`config.mk`:
```
export PLATFORM = sky130hd
export DESIGN_NAME = uart_tx_serializer
export DESIGN_NICKNAME = d
export VERILOG_FILES = /design/src/rtl/uart_tx_serializer.sv
export SDC_FILE = /design/constraint.sdc
export NUM_CORES = 1
export LEC_CHECK = 0
export ABC_AREA = 1
export ABC_CLOCK_PERIOD_IN_PS = 2500
export CAP_MARGIN = 20
export CORE_MARGIN = 2
export CORE_UTILIZATION = 40
export DETAILED_ROUTE_END_ITERATION = 10
export GPL_ROUTABILITY_DRIVEN = 1
export PLACE_DENSITY = 0.69
export SLEW_MARGIN = 10
export SYNTH_ARGS = -nofsm -noshare
export SYNTH_HDL_FRONTEND = slang
export SYNTH_SLANG_ARGS = --single-unit
export TNS_END_PERCENT = 10
```
`constraint.sdc`:
```
create_clock -name clk -period 2.5 [get_ports clk]
set_input_delay 0.75 -clock clk [delete_from_list [all_inputs] [get_ports clk]]
set_output_delay 0.75 -clock clk [all_outputs]
set_load 0.02 [all_outputs]
```
`src/rtl/uart_tx_serializer.sv`:
```
// ---------------------------------------------------------------------------
// uart_tx_serializer
//
// Byte-to-line UART transmitter. It accepts one byte per tx_en / tx_busy
// handshake and shifts it out as a start / LSB-first data / optional parity /
// stop frame on uart_txp. The handshake is designed to sit directly behind a
// producer that registers its enable from !tx_busy. That producer holds
// tx_en high for one extra cycle after acceptance, and this block ignores
// that extra cycle.
//
// Parameters
//   CLK_FREQ   input clock frequency in Hz
//   BAUD       line rate in bit/s. One bit lasts round(CLK_FREQ/BAUD) clocks.
//   DATA_BITS  data bits per frame, 5..8. tx_data[7:DATA_BITS] is not sent.
//   PARITY     0 none, 1 odd, 2 even. Computed over the transmitted data bits.
//   STOP_BITS  1 or 2
//
// Ports
//   clk       in   system clock
//   rst       in   synchronous reset, active-high
//   tx_data   in   byte to send; sampled only on the accept edge
//   tx_en     in   send request; accepted on a clock edge while idle
//   tx_busy   out  high from the cycle after accept until the last stop bit ends
//   tx_done   out  one-cycle pulse on the cycle tx_busy falls
//   uart_txp  out  serial line, idle high
// ---------------------------------------------------------------------------
module uart_tx_serializer #(
  parameter int CLK_FREQ  = 27_000_000,
  parameter int BAUD      = 115_200,
  parameter int DATA_BITS = 8,
  parameter int PARITY    = 0,
  parameter int STOP_BITS = 1
) (
  input  logic       clk,
  input  logic       rst,
  input  logic [7:0] tx_data,
  input  logic       tx_en,
  output logic       tx_busy,
  output logic       tx_done,
  output logic       uart_txp
);

  // Bit period in clocks, rounded to nearest.
  localparam int CLKS_PER_BIT = (CLK_FREQ + BAUD / 2) / BAUD;
  localparam int CNT_W        = (CLKS_PER_BIT > 2) ? $clog2(CLKS_PER_BIT) : 1;

  localparam logic [CNT_W-1:0] CNT_LAST  = CNT_W'(CLKS_PER_BIT - 1);
  localparam logic [2:0]       DATA_LAST = 3'(DATA_BITS - 1);
  localparam logic [2:0]       STOP_LAST = 3'(STOP_BITS - 1);

  localparam logic [2:0] S_IDLE   = 3'd0;
  localparam logic [2:0] S_START  = 3'd1;
  localparam logic [2:0] S_DATA   = 3'd2;
  localparam logic [2:0] S_PARITY = 3'd3;
  localparam logic [2:0] S_STOP   = 3'd4;

  // -------------------------------------------------------------------------
  // Elaboration-time parameter checks
  // -------------------------------------------------------------------------
  if (CLKS_PER_BIT < 2) begin : g_chk_clks
    $error("uart_tx_serializer: CLKS_PER_BIT must be at least 2");
  end
  if (DATA_BITS < 5 || DATA_BITS > 8) begin : g_chk_data_bits
    $error("uart_tx_serializer: DATA_BITS must be in 5..8");
  end
  if (PARITY < 0 || PARITY > 2) begin : g_chk_parity
    $error("uart_tx_serializer: PARITY must be 0, 1 or 2");
  end
  if (STOP_BITS != 1 && STOP_BITS != 2) begin : g_chk_stop_bits
    $error("uart_tx_serializer: STOP_BITS must be 1 or 2");
  end

  // Parity over the DATA_BITS low bits only. Odd parity makes the total
  // number of ones odd, and even parity makes it even.
  function automatic logic calc_parity(input logic [7:0] d);
    logic p;
    p = 1'b0;
    for (int i = 0; i < 8; i++) begin
      if (i < DATA_BITS) begin
        p = p ^ d[i];
      end
    end
    return (PARITY == 1) ? ~p : p;
  endfunction

  logic [2:0]       r_state;
  logic [CNT_W-1:0] r_cnt;
  logic [2:0]       r_idx;
  logic [7:0]       r_shift;
  logic             r_par;
  logic             r_txp;
  logic             r_busy;
  logic             r_done;

  logic w_accept;
  logic w_bit_end;
  logic w_shift_now;

  // tx_en is ignored outside IDLE, which covers the held-high echo cycle
  // from a registered-enable upstream.
  assign w_accept    = (r_state == S_IDLE) && tx_en;
  assign w_bit_end   = (r_cnt == CNT_LAST);
  assign w_shift_now = w_bit_end && ((r_state == S_START) || (r_state == S_DATA));

  // -------------------------------------------------------------------------
  // Data path: the shift register and the parity bit (no reset needed)
  // -------------------------------------------------------------------------
  // r_shift[0] always holds the next data bit to drive. It is consumed and
  // shifted at the end of the start bit and at the end of each data bit.
  always_ff @(posedge clk) begin
    if (w_accept) begin
      r_shift <= tx_data;
      r_par   <= calc_parity(tx_data);
    end else if (w_shift_now) begin
      r_shift <= r_shift >> 1;
    end
  end

  // -------------------------------------------------------------------------
  // Control: FSM, baud counter, bit index and registered line outputs
  // -------------------------------------------------------------------------
  always_ff @(posedge clk) begin
    if (rst) begin
      r_state <= S_IDLE;
      r_cnt   <= '0;
      r_idx   <= '0;
      r_txp   <= 1'b1;
      r_busy  <= 1'b0;
      r_done  <= 1'b0;
    end else begin
      r_done <= 1'b0;
      if (r_state == S_IDLE) begin
        r_txp  <= 1'b1;
        r_busy <= 1'b0;
        r_cnt  <= '0;
        r_idx  <= '0;
        if (tx_en) begin
          r_state <= S_START;
          r_busy  <= 1'b1;
          r_txp   <= 1'b0;
        end
      end else if (!w_bit_end) begin
        r_cnt <= r_cnt + CNT_W'(1);
      end else begin
        // Bit boundary: restart the counter and choose the next bit.
        r_cnt <= '0;
        case (r_state)
          S_START: begin
            r_state <= S_DATA;
            r_idx   <= '0;
            r_txp   <= r_shift[0];
          end
          S_DATA: begin
            if (r_idx == DATA_LAST) begin
              r_idx <= '0;
              if (PARITY != 0) begin
                r_state <= S_PARITY;
                r_txp   <= r_par;
              end else begin
                r_state <= S_STOP;
                r_txp   <= 1'b1;
              end
            end else begin
              r_idx <= r_idx + 3'd1;
              r_txp <= r_shift[0];
            end
          end
          S_PARITY: begin
            r_state <= S_STOP;
            r_idx   <= '0;
            r_txp   <= 1'b1;
          end
          S_STOP: begin
            // r_idx counts the stop bits already sent.
            if (r_idx == STOP_LAST) begin
              r_state <= S_IDLE;
              r_idx   <= '0;
              r_busy  <= 1'b0;
              r_done  <= 1'b1;
            end else begin
              r_idx <= r_idx + 3'd1;
            end
          end
          default: begin
            r_state <= S_IDLE;
            r_idx   <= '0;
            r_txp   <= 1'b1;
            r_busy  <= 1'b0;
          end
        endcase
      end
    end
  end

  assign tx_busy  = r_busy;
  assign tx_done  = r_done;
  assign uart_txp = r_txp;

endmodule

```
==> summary.md <==
| Metric | Value |
|---|---|
| Status | `completed` |
| Setup TNS | `0 ns` |
| Number of post-CTS setup repair buffers | `0` |
| First-pass GRT wire length | `3.46 mm` |
| Clock tree buffer depth | `2` |
| Die height | `59.0 microns` |
| CP Capture Type | `primary output` |
| Worst-Skew Late Latency | `0.31 ns` |
| Layout fillers | `275` |
| Routed vias/inst | `5.08` |
| Avg Cell Area, Syn | `9.04 sq um` |
| R2r startpoint | `r_cnt[0]` |
| Drt total wl | `2.00 mm` |
| Nets | `167` |
| VDD IR-drop max | `0.000209 V` |
| Cell family with most CP delay | `buffers and inverters` |
| CP peak stage delay | `0.60 ns` |
| Worst hold slack | `0.470 ns` |
| Clock Skew | `0.00790 ns` |
| Slew headroom | `0.489` |
| Leak | `0.000560 uW` |
| Syn Nets | `150` |
| I/O pin count | `14` |
| Worst slew pin tran | `0.764 ns` |
| CP arrival | `1.27 ns` |
| Wirelength per Cell | `11.1 microns` |
| Die W | `59.0 microns` |
| # setup viols final | `0` |
| Register area share after synthesis | `0.479` |
| Global Route Usage Sum | `0.129` |
| CP max FO | `2` |
| Post-cts gate resize count | `0` |
| Worst Hold Launch | `tx_busy` |
| Max frequency | `0.495 GHz` |
| Hold Crit Class | `register to register` |
| Largest net degree at the start of global routing | `16` |
| CTS buffer count | `3` |
| Crit Path Class | `register to primary output` |
| DRT Pass-1 Iters | `4` |
| Hold-fix buffers, CTS | `0` |
| Maxcap violations | `0` |
| Placed cell count | `177` |
| Mapped Cells | `134` |
| Routed Antenna Nets | `0` |
| Post-Syn Area | `1210 sq um` |
| RSZ-0062 raised after global routing | `no` |
| Iter 0 DRT Violations | `29` |
| Period utilisation layout | `0.809` |
| Hold Fails Final Rpt | `0` |
| Slowest cell on crit path | `clkdlybuf4s50_1` |
| Post-synthesis register bit count | `25` |
| Clock sinks | `25` |
| # diodes | `0` |
| Clk slew on worst S/H paths | `0.14 ns` |
| Initial antenna violation count | `0` |
| Synth Warn # | `0` |
| CP startpoint kind | `register` |
| Max-slew violation count | `0` |
| Die Area | `3480 sq um` |
| RD Place Congestion | `0.804` |
| Most common cell after layout, fill and taps aside | `nand2_1` |
| Vias in the first global route | `888` |
| Number of synthesized flops with an enable pin | `8` |
| Layout cells sized above 1 | `0.127` |
| Clock root cell | `clkbuf_4` |
| Synth-to-layout area growth | `15.5%` |
| CORE AREA | `2810 sq um` |
| CTS tree | `yes` |
| Via count | `919` |
| FFs w/ async S/R, synth | `0` |
| CP cell instances | `clkdlybuf4s50_1` |
| Row cnt | `19` |
| Layout Cells excl Fill | `181` |
| IO Port Bufs | `13` |
| Commonest cells after routing, fill and taps aside | `25 x nand2_1, 17 x dfxtp_1, 16 x inv_1` |
| Tmin final | `2.02 ns` |
| Pwr dens | `608 nW/um^2` |
| Critical Path Start | `uart_txp` |
| Top_reg_cell synth | `dfxtp_1` |
| DP Wirelength | `1.56 mm` |
| Initial core utilization | `0.432` |
| Post-route DRC | `0` |
| GR Overflow Total | `0` |
| CP bufs+invs | `1` |
| Worst Path Required | `1.75 ns` |
| Synth cell types | `27` |
| H-tree depth | `1` |
[flip-flops by register name, summed over array words and instances (netlist names)]
register  flops
tx_busy       1
r_state       3
tx_done       1
r_shift       8
uart_txp      1
r_cnt         8
r_idx         3
[cell families (layout without fill, tap and decap cells)]
logic type / count (synthesis) / in the layout / share of synthesized area
mux: 7 / 7 / 0.0806
compound gates: 15 / 15 / 0.0651
simple gates: 63 / 63 / 0.252
flops: 25 / 25 / 0.479
xor+xnor: 1 / 1 / 0.00723
buf+inv: 18 / 34 / 0.0641
fa+ha+maj: 5 / 5 / 0.0517
[worst min-delay path: cells and delay by family (launching register included)]
family / cells / cell delay [ns]
and+or+nand+nor: 1 / 0.06
AOI/OAI and AO/OA: 1 / 0.05
DFF: 1 / 0.34
[final timing paths]
check,cells after the start,endpoint,slack (ns)
min,2,tx_busy,0.47
max reg2reg,5,r_shift[4],0.55
min reg2reg,2,tx_busy,0.47
max,1,uart_txp,0.48
[stage by stage]
stage	power, uW	area, sq um	setup slack, ns	util
2_1_floorplan	627	1210	0.810	-
3_3_place_gp	673	1370	0.336	0.488
3_5_place_dp	678	1370	0.276	0.488
4_1_cts	858	1400	0.467	0.499
5_1_grt	894	1400	0.401	0.499
6_report	850	1400	0.479	0.499
[cell usage after synthesis, types with 2 or more instances]
cell,count,share of area
nand2_1,25,0.077
dfxtp_1,17,0.28
inv_1,16,0.050
nor2_1,14,0.043
a21oi_1,9,0.037
edfxtp_1,8,0.20
nand3_1,7,0.029
ha_1,5,0.052
mux2_4,5,0.062
o21ai_0,4,0.017
nand4_1,3,0.015
nor3_1,3,0.012
mux2_2,2,0.019
nand2_2,2,0.010
nand2_4,2,0.019
[layout make-up]
cell class	count	area, sq um	share of cell area
Multi-Input combinational cell	91	553	0.395
Clock buffer	3	22.5	0.0161
Clock inverter	1	7.51	0.00537
Timing Repair Buffer	13	130	0.0930
Inverter	17	66.3	0.0474
Sequential cell	25	581	0.415
Tap cell	31	38.8	0.0277
[power breakdown]
group          switching, uW  internal, uW
Combinational           97.7          88.4
Clock                    121          61.0
Sequential              20.4           462
Total                    239           611
[layer usage]
metal  vias up  GRT usage  wire length [microns]
li1        478          -                      -
met1       425      0.157                    931
met2        14      0.222                    952
met3         2     0.0284                    104
met4         0     0.0487                     15
met5         -          0                      0
(Power assumes the default switching activity.)
